--- config.mk ---
export PLATFORM = sky130hd
export DESIGN_NAME = icache_arbiter
export DESIGN_NICKNAME = d
export VERILOG_FILES = /design/src/rtl/icache_arbiter_pkg.sv /design/src/rtl/icache_arbiter_rr_arbiter2.sv /design/src/rtl/icache_arbiter.sv
export SDC_FILE = /design/constraint.sdc
export NUM_CORES = 1
export LEC_CHECK = 0
export BUFFER_PORTS_ARGS = -buffer_cell sky130_fd_sc_hd__buf_2
export CORE_MARGIN = 2
export CORE_UTILIZATION = 36
export DETAILED_ROUTE_END_ITERATION = 8
export GPL_ROUTABILITY_DRIVEN = 0
export PLACE_DENSITY = 0.8
export SYNTH_ARGS = -nofsm -noshare
export SYNTH_HDL_FRONTEND = slang
export SYNTH_SLANG_ARGS = --single-unit
--- constraint.sdc ---
create_clock -name clk -period 1.7 [get_ports clk]
set_input_delay 0.085 -clock clk [delete_from_list [all_inputs] [get_ports clk]]
set_output_delay 0.085 -clock clk [all_outputs]
set_load 0.1 [all_outputs]
--- src/rtl/icache_arbiter_pkg.sv ---
// Shared state encoding and port indices for the icache arbiter.
// Optional build macro: ICACHE_ARB_FIXED_PRIO_EN (see icache_arbiter.sv).
package icache_arbiter_pkg;

    typedef enum logic [1:0] {
        ST_IDLE = 2'd0,
        ST_WAIT = 2'd1,
        ST_RESP = 2'd2
    } state_e;

    localparam int PORT_FETCH = 0;
    localparam int PORT_DBG   = 1;

    function automatic logic [1:0] port_onehot(input logic p);
        port_onehot = p ? (2'b01 << PORT_DBG) : (2'b01 << PORT_FETCH);
    endfunction

endpackage

--- src/rtl/icache_arbiter_rr_arbiter2.sv ---
// Combinational 2-way grant; round-robin by default.
// ICACHE_ARB_FIXED_PRIO_EN turns it into a fetch-first priority encoder.
module icache_arbiter_rr_arbiter2 (
`ifndef ICACHE_ARB_FIXED_PRIO_EN
    input  logic       rr_ptr,
`endif
    input  logic [1:0] req,
    output logic [1:0] grant
);

    always_comb begin
        grant = 2'b00;
`ifdef ICACHE_ARB_FIXED_PRIO_EN
        if (req[0]) begin
            grant = 2'b01;
        end else if (req[1]) begin
            grant = 2'b10;
        end
`else
        // rr_ptr only matters on a tie
        if (&req) begin
            grant = rr_ptr ? 2'b10 : 2'b01;
        end else begin
            grant = req;
        end
`endif
    end

endmodule

--- src/rtl/icache_arbiter.sv ---
// Two-port arbiter in front of the single-port read-only icache.
// Define ICACHE_ARB_FIXED_PRIO_EN for fixed fetch-first priority.
module icache_arbiter
    import icache_arbiter_pkg::*;
#(
    parameter int ADDR_W     = 16,
    parameter int DATA_W     = 16,
    parameter int DEPTH_LOG2 = 8
) (
    input  logic              clk,
    input  logic              reset,
    input  logic [1:0]        req_valid,
    input  logic [ADDR_W-1:0] req_addr0,
    input  logic [ADDR_W-1:0] req_addr1,
    output logic [1:0]        req_ready,
    output logic [1:0]        rsp_valid,
    input  logic [1:0]        rsp_ready,
    output logic [DATA_W-1:0] rsp_data,
    output logic              rsp_err,
    output logic              mem_r_en,
    output logic [ADDR_W-1:0] mem_addr,
    input  logic [DATA_W-1:0] mem_data
);

    state_e            r_state;
    state_e            w_next;
    logic              r_owner;
    logic [1:0]        r_rsp_valid;
    logic [DATA_W-1:0] r_rsp_data;
    logic              r_rsp_err;
`ifndef ICACHE_ARB_FIXED_PRIO_EN
    logic              r_rr_ptr;
`endif

    logic [1:0]        w_grant;
    logic              w_idle;
    logic              w_take;
    logic              w_win;
    logic              w_oor;
    logic [ADDR_W-1:0] w_addr;

    icache_arbiter_rr_arbiter2 u_arb (
`ifndef ICACHE_ARB_FIXED_PRIO_EN
        .rr_ptr (r_rr_ptr),
`endif
        .req    (req_valid),
        .grant  (w_grant)
    );

    always_comb begin
        w_idle    = (r_state == ST_IDLE) && !reset;
        w_take    = w_idle && (|req_valid);
        w_win     = w_grant[1];
        w_addr    = w_win ? req_addr1 : req_addr0;
        w_oor     = |(w_addr >> DEPTH_LOG2);
        req_ready = w_idle ? w_grant : 2'b00;
        mem_r_en  = w_take && !w_oor;
        mem_addr  = mem_r_en ? w_addr : '0;
    end

    always_comb begin
        w_next = r_state;
        unique case (r_state)
            ST_IDLE: begin
                if (w_take) begin
                    w_next = w_oor ? ST_RESP : ST_WAIT;
                end
            end
            ST_WAIT: w_next = ST_RESP;
            ST_RESP: begin
                if (rsp_ready[r_owner]) begin
                    w_next = ST_IDLE;
                end
            end
            default: w_next = ST_IDLE;
        endcase
    end

    always_ff @(posedge clk) begin
        if (reset) begin
            r_state <= ST_IDLE;
        end else begin
            r_state <= w_next;
        end
    end

    always_ff @(posedge clk) begin
        if (reset) begin
            r_owner     <= 1'b0;
            r_rsp_valid <= 2'b00;
            r_rsp_data  <= '0;
            r_rsp_err   <= 1'b0;
`ifndef ICACHE_ARB_FIXED_PRIO_EN
            r_rr_ptr    <= 1'b0;
`endif
        end else begin
            if (w_take) begin
                r_owner <= w_win;
`ifndef ICACHE_ARB_FIXED_PRIO_EN
                r_rr_ptr <= ~w_win;
`endif
                // out-of-range skips the cache and answers next cycle
                if (w_oor) begin
                    r_rsp_data  <= '0;
                    r_rsp_err   <= 1'b1;
                    r_rsp_valid <= port_onehot(w_win);
                end
            end
            if (r_state == ST_WAIT) begin
                r_rsp_data  <= mem_data;
                r_rsp_err   <= 1'b0;
                r_rsp_valid <= port_onehot(r_owner);
            end
            if (r_state == ST_RESP && rsp_ready[r_owner]) begin
                r_rsp_valid <= 2'b00;
            end
        end
    end

    assign rsp_valid = r_rsp_valid;
    assign rsp_data  = r_rsp_data;
    assign rsp_err   = r_rsp_err;

endmodule

==> impl_metrics.csv <==
group,metric,value,unit
run_status,status,"complete, but fails checks",
run_status,violations,"setup timing",
synth,ys_ff_latch,23,
routing,drtIter0Drc,66,
timing,post-route-period-util,109,%
layout,area_growth,90.5,%
timing,period_needed,1.85,ns
timing,hold_viol,0,
placement,place_inst,278,
timing,fin_setup_tns,-1.06,ns
pwr,power_density,518,nW/um^2
global_routing,antenna_found_initial,0,
layout,nNetsFinal,314,
global_routing,grt_pass1_wl,6.66,mm
layout,drive_above_1_share,54.4,%
layout,instances_no_fill,305,
clocking,cts_tree,"yes",
floorplan,std_cell_rows,21,
clocking,clock-sinks,23,
clocking,cts_max_level,1,
floorplan,ioPinCount,92,
placement,io_buffers,83,
setup_path,crit_chain,"nand2b_4 -> nor4b_4 -> buf_6 -> o21bai_4 -> buf_12 -> nor2_4 -> buf_12",
pwr,clockPowerShare,20.3,%
synth,yosysWarningCount,0,
routing,drt-pass1-iter-count,4,
synth,synth.yosys.seq_area_share,36.5,%
synth,ys_types,34,
floorplan,dieArea,3990,um^2
clocking,cts_buffer_depth,2,
routing,via_count,1539,
pwr,p_leak,1.04,nW
pwr,netSwitchingFraction,35.6,%
setup_path,critPathRequiredTime,1.62,ns
pwr,p_int,0.000801,W
layout,diodes,0,
clocking,cts-root-buf,"clkbuf_4",
pwr,irDropWorstVdd,0.252,mV
routing,viasPerCell,5.05,
layout,n_fill_cell,253,
clocking,path_clk_slew,0.14,ns
pwr,p_sw,0.000442,W
setup_path,slowest_delay,0.37,ns
synth,synth_ff_type,"dfxtp_1",
timing,setup_viol,9,
floorplan,dieHeight,63.2,um
run,maxCapViolCount,0,
timing,setup_ws,-0.148,ns
pwr,p_seq_share,45.2,%
placement,placedInstanceArea,1980,um^2
routing,antenna_left,0,
floorplan,start_util,37.8,%
layout,fin_util,71.9,%
global_routing,grt_usage,21.0,%
timing,maxSlewViolCount,0,
routing,wire_per_inst,14.4,um
layout,multiInputGateArea,913,um^2
synth,synth-edff-count,0,
timing,skew,0.0178,ns
global_routing,grt_max_degree,22,
pwr,p_comb_share,34.5,%
floorplan,die_w,63.2,um
routing,drc,0,
clocking,numCtsBuffers,3,
pwr,power,0.00124,W
timing,rsz0062_at_grt,"yes",
setup_path,cp.arrival,1.76,ns
clocking,clk_latency,0.32,ns
timing,fmax,541,MHz
synth,netlist_instances,148,
global_routing,grt_pass1_vias,1444,
setup_path,worstSetupEndpointType,"output port",
setup_path,cp-start-kind,"flop",
placement,dp_hpwl,2.75,mm
setup_path,crit_fanout,4,
global_routing,grt-ovfl-total,0,
setup_path,crit_type,"flop to output port",
routing,drt_wl_total,4.40,mm
setup_path,cp_common_cell,"buf_12",
layout,seq_area,462,um^2
synth,synthArstFlopShare,0,%
layout,stdcell_area,2400,um^2
setup_path,critical-path-slowest-cell,"dfxtp_2",
floorplan,core-area,3340,um^2
hold_path,hold_path.class,"input pin to flop",
synth,postSynthAreaPerCell,8.51,um^2
synth,syn-cell-area,1260,um^2
## cell usage in the layout (no fill, tap or decap), drive strengths merged, types with 2 or more instances in the layout
cell type | synthesis | final
a21oi | 20 | 20
and3 | 2 | 2
buf | 11 | 104
clkbuf | 7 | 5
conb | 1 | 8
dfxtp | 23 | 23
dlygate4sd3 | 0 | 11
inv | 4 | 3
mux2i | 8 | 8
nand2 | 20 | 20
nand2b | 2 | 2
nor2 | 11 | 11
nor2b | 3 | 3
nor3 | 2 | 2
o21ai | 2 | 2
o21bai | 1 | 2
o311ai | 16 | 16
or4 | 4 | 4
## per-stage QoR
step                      hold WS, ns  worst slack [ns]
final                          0.0126            -0.148
after global routing         0.000722            -0.188
after CTS                    0.000519            -0.105
after detailed placement        0.329            -0.130
after global placement          0.327            -0.101
after floorplan                 0.221            -0.337
## power by group through the flow
stage | combinational, W | clock (W) | sequential, W
2_1_floorplan | 0.000209 | 0 | 0.000612
3_3_place_gp | 0.000326 | 0 | 0.000572
3_5_place_dp | 0.000331 | 0 | 0.000572
4_1_cts | 0.000389 | 0.000254 | 0.000560
5_1_grt | 0.000451 | 0.000285 | 0.000563
6_report | 0.000429 | 0.000253 | 0.000562
## cell families after synthesis
kind of cell           after synthesis  share of synthesized area [%]
and+or+nand+nor                     47                           19.0
buffers and inverters               22                           10.0
other                                1                          0.298
muxes                                9                           7.25
AOI/OAI and AO/OA                   46                           26.9
DFF                                 23                           36.5
## layout make-up
cell class              instances  share of cell area (%)
clock inverters                 1                   0.209
flip-flops and latches         23                    19.2
repair buffers                117                    38.4
clock buffers                   3                   0.938
well taps                      46                    2.40
inverters                       4                   0.782
multi-input cells             111                    38.1
## cells in the mapped netlist, types with 2 or more instances
| cell type | number | area share (%) |
|---|---|---|
| dfxtp_1 | 23 | 37 |
| nand2b_1 | 2 | 0.99 |
| inv_1 | 4 | 1.2 |
| o311ai_0 | 8 | 5.6 |
| nor2_1 | 11 | 3.3 |
| o311ai_1 | 8 | 5.6 |
| nand2_1 | 20 | 6.0 |
| nor2b_1 | 3 | 1.5 |
| mux2i_1 | 8 | 6.4 |
| clkbuf_1 | 6 | 1.8 |
| nor3_1 | 2 | 0.79 |
| a21oi_1 | 20 | 7.9 |
| and3_1 | 2 | 0.99 |
| buf_4 | 9 | 5.4 |
| or4_1 | 3 | 1.8 |
## flip-flops by register name, indices dropped and copies added, names as in the netlist
register / cells
rsp_err: 1
r_owner: 1
r_rr_ptr: 1
rsp_data: 16
r_state: 2
rsp_valid: 2
## what timing repair did
item	4_1_cts	5_1_grt
cloned	1	0
endpoints found under the hold margin	6	5
endpoints found under the setup margin	9	9
pin swaps	2	4
hold buffers	6	5
gates resized for setup	19	10
buffers inserted	9	4
## critical path, delay by kind of cell (launching register included)
kind,cells,cell delay (ns)
compound gates,1,0.08
flops,1,0.37
simple gates,3,0.50
buf+inv,3,0.50
## final timing paths
check	end	startpoint	depth (start not counted)	slack, ns
max	mem_addr[7]	r_rr_ptr$_SDFFE_PP0P_	7	-0.15
min	rsp_data[12]$_SDFFE_PP0P_	mem_data[12]	3	0.01
max reg2reg	rsp_data[4]$_SDFFE_PP0P_	r_state[0]$_SDFFE_PP0P_	6	0.15
min reg2reg	rsp_data[13]$_SDFFE_PP0P_	rsp_data[13]$_SDFFE_PP0P_	2	0.48
## metal layers
layer / track usage, % / wire length [um]
met1: 23.2 / 1690
met5: 0 / 0
met4: 9.17 / 106
met3: 2.86 / 233
met2: 39.5 / 2380
(Power assumes the default switching activity.)
